===== config.mk =====
export PLATFORM = sky130hd
export DESIGN_NAME = pwr_avg_alarm
export DESIGN_NICKNAME = d
export VERILOG_FILES = /design/src/rtl/pwr_pkg.sv /design/src/rtl/pwr_alarm_deb.sv /design/src/rtl/pwr_avg_alarm.sv
export SDC_FILE = /design/constraint.sdc
export NUM_CORES = 1
export LEC_CHECK = 0
export ABC_CLOCK_PERIOD_IN_PS = 3200
export CORE_MARGIN = 8
export CORE_UTILIZATION = 53
export DETAILED_ROUTE_END_ITERATION = 10
export PLACE_DENSITY = 0.81
export SKIP_LAST_GASP = 1
export SYNTH_ARGS = -nofsm -noshare
export SYNTH_HDL_FRONTEND = slang
export SYNTH_SLANG_ARGS = --single-unit

===== constraint.sdc =====
create_clock -name clk -period 3.2 [get_ports clk]
set_input_delay 0.8 -clock clk [delete_from_list [all_inputs] [get_ports clk]]
set_output_delay 0.8 -clock clk [all_outputs]
set_load 0.02 [all_outputs]

===== src/rtl/pwr_pkg.sv =====
// Shared constants and state encoding for the power-averaging datapath and the
// multiplier-side sequencer.
package pwr_pkg;

  typedef enum logic {
    ST_IDLE = 1'b0,
    ST_ACC  = 1'b1
  } pwr_state_e;

  localparam int PWR_DW       = 12;
  localparam int PWR_LOG2_N   = 4;
  localparam int PWR_OVER_CNT = 3;
  // Over-counter width covers the full legal OVER_CNT range 1..15.
  localparam int PWR_OVER_W   = 4;

  // Increment that sticks at lim once reached.
  function automatic logic [PWR_OVER_W-1:0] sat_inc(
    input logic [PWR_OVER_W-1:0] value,
    input logic [PWR_OVER_W-1:0] lim
  );
    return (value >= lim) ? lim : value + PWR_OVER_W'(1);
  endfunction

endpackage


===== src/rtl/pwr_alarm_deb.sv =====
// Debounced sticky over-power alarm: counts consecutive over-threshold windows
// and latches the alarm once OVER_CNT are seen in a row.
module pwr_alarm_deb
  import pwr_pkg::*;
#(
  parameter int OVER_CNT = PWR_OVER_CNT
) (
  input  logic clk,
  input  logic rst_n,
  input  logic win_done,
  input  logic over,
  input  logic alarm_clr,
  input  logic en,
  output logic alarm
);

  localparam logic [PWR_OVER_W-1:0] LIM = PWR_OVER_W'(OVER_CNT);

  logic [PWR_OVER_W-1:0] cnt_reg;
  logic [PWR_OVER_W-1:0] cnt_next;
  logic [PWR_OVER_W-1:0] cnt_inc;
  logic                  alarm_reg;
  logic                  alarm_next;

  always_comb begin
    cnt_inc    = sat_inc(cnt_reg, LIM);
    cnt_next   = cnt_reg;
    alarm_next = alarm_reg;
    if (!en) begin
      cnt_next = '0;
      if (alarm_clr) alarm_next = 1'b0;
    end else if (win_done && over && (cnt_inc == LIM)) begin
      // A setting window takes priority over a coincident clear.
      cnt_next   = LIM;
      alarm_next = 1'b1;
    end else if (alarm_clr) begin
      cnt_next   = '0;
      alarm_next = 1'b0;
    end else if (win_done) begin
      cnt_next = over ? cnt_inc : '0;
    end
  end

  always_ff @(posedge clk or negedge rst_n) begin
    if (!rst_n) begin
      cnt_reg   <= '0;
      alarm_reg <= 1'b0;
    end else begin
      cnt_reg   <= cnt_next;
      alarm_reg <= alarm_next;
    end
  end

  assign alarm = alarm_reg;

endmodule


===== src/rtl/pwr_avg_alarm.sv =====
// Block-averages multiplier products over 2^LOG2_N samples, tracks the peak
// sample and drives a debounced over-power alarm from the window averages.
module pwr_avg_alarm
  import pwr_pkg::*;
#(
  parameter int DW       = PWR_DW,
  parameter int LOG2_N   = PWR_LOG2_N,
  parameter int OVER_CNT = PWR_OVER_CNT
) (
  input  logic              clk,
  input  logic              rst_n,
  input  logic              en,
  input  logic [DW-1:0]     sample_in,
  input  logic              sample_vld,
  input  logic [DW-1:0]     thr,
  input  logic              peak_clr,
  input  logic              alarm_clr,
  output logic [DW-1:0]     avg_out,
  output logic              avg_vld,
  output logic [DW-1:0]     peak_out,
  output logic              alarm,
  output logic [LOG2_N-1:0] win_cnt
);

  localparam int AW = DW + LOG2_N;
  localparam logic [LOG2_N-1:0] LAST = '1;

  pwr_state_e        state_reg;
  pwr_state_e        state_next;
  logic [AW-1:0]     acc_reg;
  logic [AW-1:0]     acc_sum;
  logic [LOG2_N-1:0] win_cnt_reg;
  logic [DW-1:0]     avg_reg;
  logic [DW-1:0]     avg_new;
  logic [DW-1:0]     peak_reg;
  logic              avg_vld_reg;
  logic              accept;
  logic              win_done;
  logic              over;

  always_ff @(posedge clk or negedge rst_n) begin
    if (!rst_n) state_reg <= ST_IDLE;
    else        state_reg <= state_next;
  end

  always_comb begin
    state_next = state_reg;
    case (state_reg)
      ST_IDLE: if (en)  state_next = ST_ACC;
      ST_ACC:  if (!en) state_next = ST_IDLE;
      default:          state_next = ST_IDLE;
    endcase
  end

  // Accumulator is wide enough for N full-scale samples, so the sum never wraps.
  assign accept   = (state_reg == ST_ACC) && en && sample_vld;
  assign win_done = accept && (win_cnt_reg == LAST);
  assign acc_sum  = acc_reg + AW'(sample_in);
  assign avg_new  = acc_sum[AW-1:LOG2_N];
  assign over     = avg_new > thr;

  always_ff @(posedge clk or negedge rst_n) begin
    if (!rst_n) begin
      acc_reg     <= '0;
      win_cnt_reg <= '0;
      avg_reg     <= '0;
      avg_vld_reg <= 1'b0;
    end else begin
      avg_vld_reg <= win_done;
      if (!en) begin
        acc_reg     <= '0;
        win_cnt_reg <= '0;
      end else if (win_done) begin
        acc_reg     <= '0;
        win_cnt_reg <= '0;
        avg_reg     <= avg_new;
      end else if (accept) begin
        acc_reg     <= acc_sum;
        win_cnt_reg <= win_cnt_reg + LOG2_N'(1);
      end
    end
  end

  always_ff @(posedge clk or negedge rst_n) begin
    if (!rst_n) begin
      peak_reg <= '0;
    end else if (state_reg == ST_ACC) begin
      if (peak_clr)
        peak_reg <= accept ? sample_in : '0;
      else if (accept && (sample_in > peak_reg))
        peak_reg <= sample_in;
    end
  end

  pwr_alarm_deb #(
    .OVER_CNT (OVER_CNT)
  ) u_deb (
    .clk       (clk),
    .rst_n     (rst_n),
    .win_done  (win_done),
    .over      (over),
    .alarm_clr (alarm_clr),
    .en        (en),
    .alarm     (alarm)
  );

  assign avg_out  = avg_reg;
  assign avg_vld  = avg_vld_reg;
  assign peak_out = peak_reg;
  assign win_cnt  = win_cnt_reg;

endmodule

; ---- After elaboration in Yosys (flattened, before gate mapping)
; Cells that the tools add are included.
[classes]
add_sub_neg = 3
n_lt_le_gt_ge = 3
n_eq_ne = 4
mux = 19
reduce_logical = 9
[op_table]
columns = cell, n
row1 = two-way mux 16 bit, 3
row2 = two-way mux 12 bit, 3
row3 = two-way mux 4 bit, 9
row4 = > comparator 12 bit, 2
row5 = adder 16 x 12 -> 16 bit, 1
row6 = "adder 4 x 1 -> 4 bit, second input constant", 2
row7 = logical AND 1 bit, 6
row8 = "equality test 4 x 2 -> 1 bit, second input constant", 1
row9 = "equality test 4 bit, second input constant", 1
row10 = ">= comparator 4 x 2 -> 1 bit, second input constant", 1
row11 = two-way mux 1 bit, 4
row12 = "!= test 4 x 1 -> 1 bit, second input constant", 1
row13 = AND reduction 2 bit, 2
row14 = "!= test 3 x 1 -> 1 bit, second input constant", 1
row15 = nonzero test 2 bit, 1
[totals]
register_bits = 51
input_bits = 30
out_inout_bits = 30
word_cells = 46

; ---- Depth between registers and ports, before layout
[logic_depth]
ltp_word = 7
ltp_mapped = 15
depth_no_buf = 15

; ---- By module
; Synthesis repeated with hierarchy kept, for this count alone.
[hier_totals]
cells_unflattened = 332
area_unflattened_um2 = 3305.7
[modules_own_cells]
columns = module, instances, cells_each, area_per_inst_um2, seq_area_each_um2
row1 = pwr_avg_alarm, 1, 310, 3057.9, 1151.1
row2 = pwr_alarm_deb, 1, 22, 247.7, 125.1

; ---- Worst setup path after synthesis
; Ideal clock, no wire load.
[synth_path]
path_type = input port to flip-flop
start = input sample_in[0]
end = register u_deb.cnt_reg[0]
setup_ps = 76
arrival_time_ps = 3334
t_required_ps = 3124
slack_ps = -210
stages = 14
n_path_buf = 0
path_cell_list = ha_1 -> inv_1 -> fa_1 -> nand2b_1 -> a21oi_1 -> o32a_1 -> a31oi_1 -> xnor2_1 -> ha_1 -> nor2b_1 -> o21ai_0 -> a211o_1 -> a31o_2 -> o21ai_1
[synth_via]
elab_chain_cells = 7
word_cells_on_any_way = 10
classes_between = add/sub: 1 / order compare: 1 / eq/ne: 1 / mux: 5 / reduce/logical: 2
[synth_rtl]
columns = element, line
row1 = from (decl), pwr_avg_alarm.sv:13  ; input logic [DW-1:0] sample_in,
row2 = adder 16 x 12 -> 16 bit *, pwr_avg_alarm.sv:58  ; assign acc_sum = acc_reg + AW'(sample_in);
row3 = named net acc_sum[10], pwr_avg_alarm.sv:31  ; logic [AW-1:0] acc_sum;
row4 = > comparator 12 bit *, pwr_avg_alarm.sv:60  ; assign over = avg_new > thr;
row5 = two-way mux 4 bit, pwr_alarm_deb.sv:40  ; cnt_next = over ? cnt_inc : '0;
row6 = two-way mux 4 bit, pwr_alarm_deb.sv:39  ; end else if (win_done) begin
row7 = two-way mux 4 bit, pwr_alarm_deb.sv:36  ; end else if (alarm_clr) begin
row8 = two-way mux 4 bit, pwr_alarm_deb.sv:32  ; end else if (win_done && over && (cnt_inc == LIM)) begin
row9 = two-way mux 4 bit, pwr_alarm_deb.sv:29  ; if (!en) begin
row10 = to (signal assigned), pwr_alarm_deb.sv:49  ; cnt_reg <= cnt_next;
row11 = to (decl), pwr_alarm_deb.sv:19  ; logic [PWR_OVER_W-1:0] cnt_reg;
; The timed path passes the listed nets; every way through them passes the cells marked *. The select of a mux whose other input is x is not followed.
; A chain may end at the register's enable or synchronous reset.

; ---- Final worst setup path
[layout_path]
start = input sample_in[0]
end = register u_deb.cnt_reg[1]
; Same word-level chain as after synthesis.

==> impl_metrics.toml <==
[cts]
numCtsBuffers = 5
htree_levels = 2
cts_sinks = 51
cts_tree = "yes"
clock_path_buffers = 2
root_buffer = "clkbuf_8"
insertion_delay_ns = 0.32
cts_hold_buf = 0
clk_pin_slew_worst_paths_ns = 0.11

[routing]
vias = 3153
drc = 0
drt_first_pass_iters = 5
wl_um = 10100
wl_per_cell_um = 18.1
vias_per_cell = 5.67
antenna_violating_nets_post_route = 0
first_iter_violations = 178

[logic_synthesis]
yosysUniqueCellTypes = 44
syn_area_per_cell_um2 = 9.07
synth.most_common_cell = "nand2_1"
synthArstFlopShare_pct = 100
yosysTopAreaCell = "dfrtp_1"
synthTopCellsByArea = "dfrtp_1 (40%), ha_1 (15%), nand2_1 (6.3%)"
ys_ff_latch = 51
yosysSeqAreaShare_pct = 39.5
ys_top_cells_by_count = "nand2_1 (54), dfrtp_1 (51), ha_1 (38)"
syn_inst = 356
yosysWarnings = 0
syn_area_um2 = 3230
synth_top_area_share_pct = 39.5
synth_flop_cell = "dfrtp_1"
syn_nets = 425
synth-edff-count = 0

[place]
hpwl_um = 6910
pre_cts_ws_ns = -0.826
gp_congestion = 0.876
io_buffer_count = 59
post_dp_cell_area_um2 = 4270

[worst_setup_path]
slowest_stage = "ha_1"
worstSetupPathType = "in -> reg"
critPathArrivalTime_ns = 3.51
critical-path-top-delay-family = "compound AO/OA/AOI/OAI gates"
r2r_setup_slack_ns = 0.04
worstSetupEndpointType = "register"
ff2ff_path_depth = 15
cp_data_required_time_ns = 3.45
cp.depth = 16
cp-start-kind = "primary input"
crit_chain = "buf_8 -> ha_4 -> buf_6 -> a211oi_4 -> o211ai_1 -> buf_4 -> a31oi_4 -> o22ai_1 -> o21a_1 -> ha_1 -> nand3_2 -> nor2_1 -> nand2_1 -> o21bai_1 -> a31o_2 -> o21ai_1"
crit_fanout = 3
critPathBufInv = 3
crit_path_max_incr_delay_ns = 0.30

[timing]
fmax_ghz = 0.306
rsz0062_at_grt = "true"
slew_violations = 0
hold_violations = 0
period_share_pct = 102
worst_pin_slew_ns = 0.647
slew_headroom_pct = 56.8
setup_viol = 3
min_period_ns = 3.26
fin_tns_setup_ns = -0.146
whs_ns = 0.360
setup_ws_ns = -0.0631
worst_clock_skew_ns = 0.00961

[final_layout]
n_antenna_cell = 0
drive_gt1_share_pct = 26.8
nFillCells = 352
area_growth_pct = 48.7
seqCellArea_um2 = 1280
largest_reg_flops = 16
multi_input_area_um2 = 2090
nNetsFinal = 549
final_cell_area_um2 = 4800

[global_route]
grt_max_degree = 24
overflow = 0
antenna_found_initial = 0
grt_pass1_vias = 3271
grt.total_usage_pct = 22.8
grt_pass1_wl_um = 16100

[pwr]
power_leakage_nw = 2.34
ir_worst_vdd_mv = 0.243
power.density_nw_per_um2 = 379

[floorplan]
core_um2 = 5920
io_pins = 60
die_w_um = 94.1
row_count = 28
die-area_um2 = 8850
floorplan.die.height_um = 94.1
initial_utilization_pct = 54.5

[status]
status = "finished, violations left"
violations = "setup timing"

[min_path]
hold_class = "in -> async"

[flow_run]
max_cap_violations = 0
==> placed cells by master, fill, tap and decap left out, types with 3 or more instances in the layout <==
master	n
buf_4	63
nand3_1	7
dlymetal6s2s_1	3
and3_1	4
mux2_2	6
dfrtp_1	51
clkdlybuf4s50_1	47
o21ai_1	20
clkbuf_8	5
ha_4	12
ha_1	26
a21oi_1	13
a21o_1	8
nand2_1	54
o211ai_1	4
a31oi_1	3
buf_6	4
o21a_1	6
nor2b_1	3
nor2_1	14
nand2b_1	4
and2_1	5
buf_2	5
xnor2_1	6
o21ai_0	7
o21ai_2	5
inv_1	33
nand4_1	4
a22o_1	8
==> report_power, final <==
group	switching, mW	total [mW]	internal (mW)
Sequential	0.0424	0.731	0.689
Clock	0.243	0.398	0.155
Combinational	0.348	0.690	0.342
==> through the flow <==
stage	total power, mW	std cells	util, %
6_report	1.82	556	81.1
5_1_grt	1.91	556	81.1
4_1_cts	1.77	547	78.5
3_5_place_dp	1.33	527	72.1
3_3_place_gp	1.30	527	72.1
2_1_floorplan	1.05	356	-
==> worst paths after layout <==
kind                                         startpoint                      endpoint
max                                        sample_in[0]  u_deb.cnt_reg[1]$_DFFE_PN0P_
min                                               rst_n       peak_out[2]$_DFFE_PN0P_
max reg2reg                      acc_reg[0]$_DFFE_PN0P_  u_deb.cnt_reg[1]$_DFFE_PN0P_
min reg2reg                u_deb.cnt_reg[2]$_DFFE_PN0P_  u_deb.cnt_reg[2]$_DFFE_PN0P_
max in group asynchronous                         rst_n       acc_reg[15]$_DFFE_PN0P_
min in group clk           u_deb.cnt_reg[2]$_DFFE_PN0P_  u_deb.cnt_reg[2]$_DFFE_PN0P_
==> metal layers <==
metal	routed length, um	track usage, %
met1	4260	28.4
met2	4880	38.6
met3	686	4.80
met4	238	6.87
met5	0	0
==> layout make-up <==
type / count / share of cell area (%)
repair buffers: 127 / 23.2
inverters: 35 / 2.79
well taps: 75 / 1.95
flip-flops and latches: 51 / 26.6
clock inverters: 3 / 0.391
clock buffers: 5 / 1.43
multi-input cells: 260 / 43.6
==> kinds of logic (layout without fill, tap and decap cells) <==
group / count (synthesis) / count (layout) / share of synthesized area (%)
and+or+nand+nor: 103 / 103 / 14.4
adders and majority gates: 39 / 39 / 15.3
xor gates and xnor gates: 12 / 12 / 3.25
buffers and inverters: 45 / 170 / 5.35
AOI/OAI and AO/OA: 100 / 100 / 20.1
DFF: 51 / 51 / 39.5
muxes: 6 / 6 / 2.09
==> repair_timing <==
action	in CTS	in global routing
pin swaps	27	23
setup endpoints to repair	3	3
setup buffers	12	9
gates resized for setup	54	29
Note: power is estimated with default switching activity, not from simulation.
